## config.mk

```make
export PLATFORM = sky130hd
export DESIGN_NAME = ps2_key_fifo
export DESIGN_NICKNAME = d
export VERILOG_FILES = /design/src/rtl/ps2_key_fifo.sv
export SDC_FILE = /design/constraint.sdc
export NUM_CORES = 1
export LEC_CHECK = 0
export ABC_AREA = 1
export BUFFER_PORTS_ARGS = -buffer_cell sky130_fd_sc_hd__buf_2
export CAP_MARGIN = 10
export CELL_PAD_IN_SITES_DETAIL_PLACEMENT = 1
export CELL_PAD_IN_SITES_GLOBAL_PLACEMENT = 1
export CORE_AREA = 5 5 137 139
export DETAILED_ROUTE_END_ITERATION = 7
export DIE_AREA = 0 0 142 144
export PLACE_DENSITY_LB_ADDON = 0.3
export SETUP_SLACK_MARGIN = 0.02
export SKIP_CTS_REPAIR_TIMING = 1
export SLEW_MARGIN = 20
export SYNTH_ARGS = -nofsm -noshare
export SYNTH_HDL_FRONTEND = slang
export SYNTH_SLANG_ARGS = --single-unit
```

## constraint.sdc

```tcl
create_clock -name clk_sys -period 2.57 [get_ports clk_sys]
set_clock_uncertainty 0.1 [all_clocks]
set_input_delay 0.3855 -clock clk_sys [delete_from_list [all_inputs] [get_ports clk_sys]]
set_output_delay 0.3855 -clock clk_sys [all_outputs]
set_load 0.03 [all_outputs]
```

## src/rtl/ps2_key_fifo.sv

```systemverilog
// PS/2 set-2 keyboard front end: turns hps_io key events into E0/F0/code bytes in a FWFT FIFO.
// Latency: plain make code on dout/valid 2 cycles after the toggle; events dropped (sticky overflow) when busy or short of space.
module ps2_key_fifo #(
    parameter int DEPTH_LOG2 = 4
) (
    input  logic                  clk_sys,
    input  logic                  reset,
    input  logic [10:0]           ps2_key,
    input  logic                  rd,
    input  logic                  clr_ovf,
    output logic [7:0]            dout,
    output logic                  valid,
    output logic                  irq,
    output logic [DEPTH_LOG2:0]   level,
    output logic                  overflow
);

    localparam int DEPTH = 1 << DEPTH_LOG2;
    localparam logic [DEPTH_LOG2:0] C_DEPTH = (DEPTH_LOG2+1)'(DEPTH);

    typedef enum logic [1:0] {
        S_IDLE,
        S_PUT_E0,
        S_PUT_F0,
        S_PUT_CODE
    } state_t;

    state_t                 r_state;
    state_t                 w_state_nxt;
    logic                   r_prev_tog;
    logic                   r_ext;
    logic                   r_rel;
    logic [7:0]             r_code;
    logic [7:0]             r_mem [DEPTH];
    logic [DEPTH_LOG2-1:0]  r_wr_ptr;
    logic [DEPTH_LOG2-1:0]  r_rd_ptr;
    logic [DEPTH_LOG2:0]    r_level;
    logic                   r_valid;
    logic                   r_irq;
    logic                   r_ovf;
    logic [7:0]             r_dout;

    logic                   w_event;
    logic [DEPTH_LOG2:0]    w_need;
    logic [DEPTH_LOG2:0]    w_free;
    logic                   w_accept;
    logic                   w_drop;
    logic                   w_wr;
    logic [7:0]             w_wr_dat;
    logic                   w_pop;
    logic [DEPTH_LOG2-1:0]  w_rd_ptr_nxt;
    logic [DEPTH_LOG2:0]    w_level_nxt;
    logic [7:0]             w_head_nxt;

    // Space is judged on the registered level only; a pop in the same cycle does not help.
    assign w_event  = ps2_key[10] ^ r_prev_tog;
    assign w_need   = (DEPTH_LOG2+1)'(1) + (DEPTH_LOG2+1)'(ps2_key[8]) + (DEPTH_LOG2+1)'(!ps2_key[9]);
    assign w_free   = C_DEPTH - r_level;
    assign w_accept = w_event && (r_state == S_IDLE) && (w_free >= w_need);
    assign w_drop   = w_event && !w_accept;

    always_comb begin
        w_state_nxt = r_state;
        w_wr        = 1'b0;
        w_wr_dat    = r_code;
        case (r_state)
            S_IDLE: begin
                if (w_accept) begin
                    if (ps2_key[8])
                        w_state_nxt = S_PUT_E0;
                    else if (!ps2_key[9])
                        w_state_nxt = S_PUT_F0;
                    else
                        w_state_nxt = S_PUT_CODE;
                end
            end
            S_PUT_E0: begin
                w_wr        = 1'b1;
                w_wr_dat    = 8'hE0;
                w_state_nxt = r_rel ? S_PUT_F0 : S_PUT_CODE;
            end
            S_PUT_F0: begin
                w_wr        = 1'b1;
                w_wr_dat    = 8'hF0;
                w_state_nxt = S_PUT_CODE;
            end
            S_PUT_CODE: begin
                w_wr        = 1'b1;
                w_wr_dat    = r_code;
                w_state_nxt = S_IDLE;
            end
            default: w_state_nxt = S_IDLE;
        endcase
    end

    assign w_pop        = rd && r_valid;
    assign w_rd_ptr_nxt = w_pop ? r_rd_ptr + 1'b1 : r_rd_ptr;

    always_comb begin
        w_level_nxt = r_level;
        case ({w_wr, w_pop})
            2'b10:   w_level_nxt = r_level + 1'b1;
            2'b01:   w_level_nxt = r_level - 1'b1;
            default: w_level_nxt = r_level;
        endcase
    end

    // The byte being written becomes the head when the FIFO is empty after this cycle's pop.
    assign w_head_nxt = (w_wr && (w_rd_ptr_nxt == r_wr_ptr)) ? w_wr_dat : r_mem[w_rd_ptr_nxt];

    always_ff @(posedge clk_sys) begin
        if (w_wr)
            r_mem[r_wr_ptr] <= w_wr_dat;
    end

    always_ff @(posedge clk_sys) begin
        if (reset) begin
            r_prev_tog <= ps2_key[10];
            r_state    <= S_IDLE;
            r_ext      <= 1'b0;
            r_rel      <= 1'b0;
            r_code     <= 8'h00;
            r_wr_ptr   <= '0;
            r_rd_ptr   <= '0;
            r_level    <= '0;
            r_valid    <= 1'b0;
            r_dout     <= 8'h00;
            r_irq      <= 1'b0;
            r_ovf      <= 1'b0;
        end else begin
            r_prev_tog <= ps2_key[10];
            r_state    <= w_state_nxt;
            if (w_accept) begin
                r_ext  <= ps2_key[8];
                r_rel  <= !ps2_key[9];
                r_code <= ps2_key[7:0];
            end
            if (w_wr)
                r_wr_ptr <= r_wr_ptr + 1'b1;
            r_rd_ptr <= w_rd_ptr_nxt;
            r_level  <= w_level_nxt;
            r_valid  <= (w_level_nxt != '0);
            r_dout   <= (w_level_nxt != '0) ? w_head_nxt : 8'h00;
            r_irq    <= r_valid;
            if (w_drop)
                r_ovf <= 1'b1;
            else if (clr_ovf)
                r_ovf <= 1'b0;
        end
    end

    assign dout     = r_dout;
    assign valid    = r_valid;
    assign irq      = r_irq;
    assign level    = r_level;
    assign overflow = r_ovf;

endmodule

```

==> metrics <==
status=finished clean; die height=144 um; fraction of layout cells with a size suffix above 1=16.0%; wire per inst=19.4 um; CP delay by family, top=simple AND/OR/NAND/NOR gates; CTS buffer count=17; top cells by area, synth=edfxtp_1 (50%), dfxtp_1 (9.4%), nand3_1 (9.2%); Max clock buf depth=2; Top cell by count, worst path=nand2_1; number of nets in the layout=882; worst skew pair latency=0.43 ns; CTS root buffer=clkbuf_16; dpl hpwl=13700 um; Hold Crit Class=in2reg; Period Utilization, post-route=92.3%; Starting Density=43.9%; final hold violation count=0; Syn Nets=823; worst IR drop on VDD=0.606 mV; DRC Markers=0; Leakage=3.82 nW; pin count of the biggest net entering global routing=50; Slew headroom=61.4%; Largest stage delay, worst path=0.35 ns; Synth Register Bits=164; DR pass1 iterations=5; area leader, netlist=edfxtp_1; RePlAce Congestion=0.850; final antenna-violating net count=0; Overflow after GRT=0; final core area utilization=51.2%; Slew Viols, Final=0; met2 usage=37.4%; # setup viols final=0; Slowest-stage cell, CP=dfxtp_1; Post-Syn Area=7700 um^2; worst-margin pin slew=0.578 ns; Critical Path Fanout Max=6; asr flop ratio synth=0%; fin crit period=2.37 ns; M3 GR Usage=3.60%; top-level port count=31; Post-synth EDFFs=128; DR vias/cell=5.30; Yosys cell types=33; vias in the first global route=6096; Fill cells=2015; max frequency=422 MHz; htree depth=4; die width=142 um; Mean Syn Cell Area=9.74 um^2; area occupied by multi-input gates=2550 um^2; Register Area=4570 um^2; worst path cell trace=inv_2 -> ha_4 -> ha_4 -> nand2_1 -> inv_1 -> nor2_2 -> ha_1 -> inv_1 -> nand2_1 -> nand2_1 -> nand3_1 -> nand2_1 -> nor2_2 -> nand3_2 -> nor2_4 -> nor2_4 -> nand2_1 -> inv_1; Buf+Inv Stages, Crit Path=4; Crit Path Class=reg2reg; critical path startpoint category=flip-flop; met1 Use GR=26.8%; Setup TNS=0 ns; GRT Max-Usage Layer=met2; initial antenna violation count=0; unrepaired setup endpoints after global routing=no; Overall Global Routing Usage=21.1%; Worst Path Arrival=2.59 ns; CTS sink count=164; Reg clk slew, reported paths=0.06 ns; Gate Count Post-Synth=791; pwr/cell area=1210 nW/um^2; die area=20400 um^2; share of the synthesized area in the top cell type=49.9%; CP required=2.79 ns; Max Cap Viol=0; Core Region=17500 um^2; Syn-to-layout area delta=16.5%; Vias=5789; first-pass GRT wire length=32900 um; DR iter-0 viols=430; Seq/Total Area, Yosys=59.3%; CTS tree=yes; Buffers on Ports=30; Cell Rows=49; Routed WL=21200 um; endpoint class of the critical path=flip-flop; Synth Flop Type=edfxtp_1; ant diodes=0; Synth warnings=0
-- path summary, 6_finish.rpt --
check             start        end  slack [ns]  depth (start not counted)
max          r_state[1]    dout[6]        0.20                         18
min             clr_ovf   overflow        0.14                          4
max reg2reg  r_state[1]    dout[6]        0.20                         18
min reg2reg   r_code[3]  r_code[3]        0.35                          2
-- kinds of logic after synthesis --
group / after synthesis / share of synthesized area [%]
adders and majority gates: 17 / 2.76
DFF: 164 / 59.3
xor gates and xnor gates: 3 / 0.341
AOI/OAI and AO/OA: 44 / 3.31
and+or+nand+nor: 405 / 25.8
buffers and inverters: 158 / 8.51
-- worst register-to-register path, stage by stage (launching register included) --
cell and delay (ns):
dfxtp_1 0.35, inv_2 0.07, ha_4 0.17, ha_4 0.18
nand2_1 0.10, inv_1 0.07, nor2_2 0.10, ha_1 0.15
inv_1 0.04, nand2_1 0.11, nand2_1 0.07, nand3_1 0.12
nand2_1 0.07, nor2_2 0.09, nand3_2 0.09, nor2_4 0.17
nor2_4 0.07, nand2_1 0.09, inv_1 0.06
-- layout by cell type, fill, tap and decap left out, drive strengths merged, types with 4 or more instances in the layout --
master and n:
edfxtp 128, inv 127, o21ai 20, nand3 144
clkinvlp 4, nand2 158, ha 17, nor2 43
clkbuf 19, buf 72, a21oi 19, dfxtp 36
nand3b 56, clkinv 4
-- per-layer routing --
layer / part of all wire [%] / wire length (um)
met4: 1.6 / 339
met5: 0 / 0
met2: 52 / 11000
met3: 2.9 / 613
met1: 44 / 9220
-- cell usage after synthesis (all sizes together), types with 2 or more instances --
library cell  instances
nand3               144
buf                  31
nor3                  3
nor2                 42
nand3b               56
a21oi                19
ha                   17
o21ai                20
edfxtp              128
dfxtp                36
clkbuf                3
nand4                 2
xor2                  3
nand2               158
inv                 124
-- state kept, by name, summed over array words and instances, names as in the netlist --
signal      flops
r_mem         128
dout            8
r_code          8
level           5
r_rd_ptr        4
r_wr_ptr        4
r_state         2
irq             1
overflow        1
r_prev_tog      1
r_rel           1
valid           1
-- layout make-up --
class                           instances  share of cell area [%]
Tap cell                              229                    3.19
Sequential cell                       164                    50.9
Clock buffer                           19                    4.94
Timing Repair Buffer                   73                    5.72
Clock inverter                         13                    1.67
Multi-Input combinational cell        470                    28.4
Inverter                              124                    5.21
-- power breakdown --
part / internal, mW / switching [mW]
clock: 1.47 / 1.08
combinational: 1.37 / 3.13
sequential: 3.61 / 0.158
-- per-stage QoR --
step / total power, mW / setup slack, ns / std cells / hold WS [ns] / instance area [um^2]
after floorplan: 6.46 / 0.198 / 791 / 0.313 / 7700
after global placement: 7.83 / 0.157 / 1055 / 0.343 / 8290
after detailed placement: 8.04 / -0.0294 / 1055 / 0.348 / 8290
after CTS: 10.6 / -0.108 / 1087 / -0.0300 / 8880
after global routing: 11.4 / 0.0166 / 1092 / 0.154 / 8970
final: 10.8 / 0.198 / 1092 / 0.138 / 8970
Power figures use the tool's default switching activity.
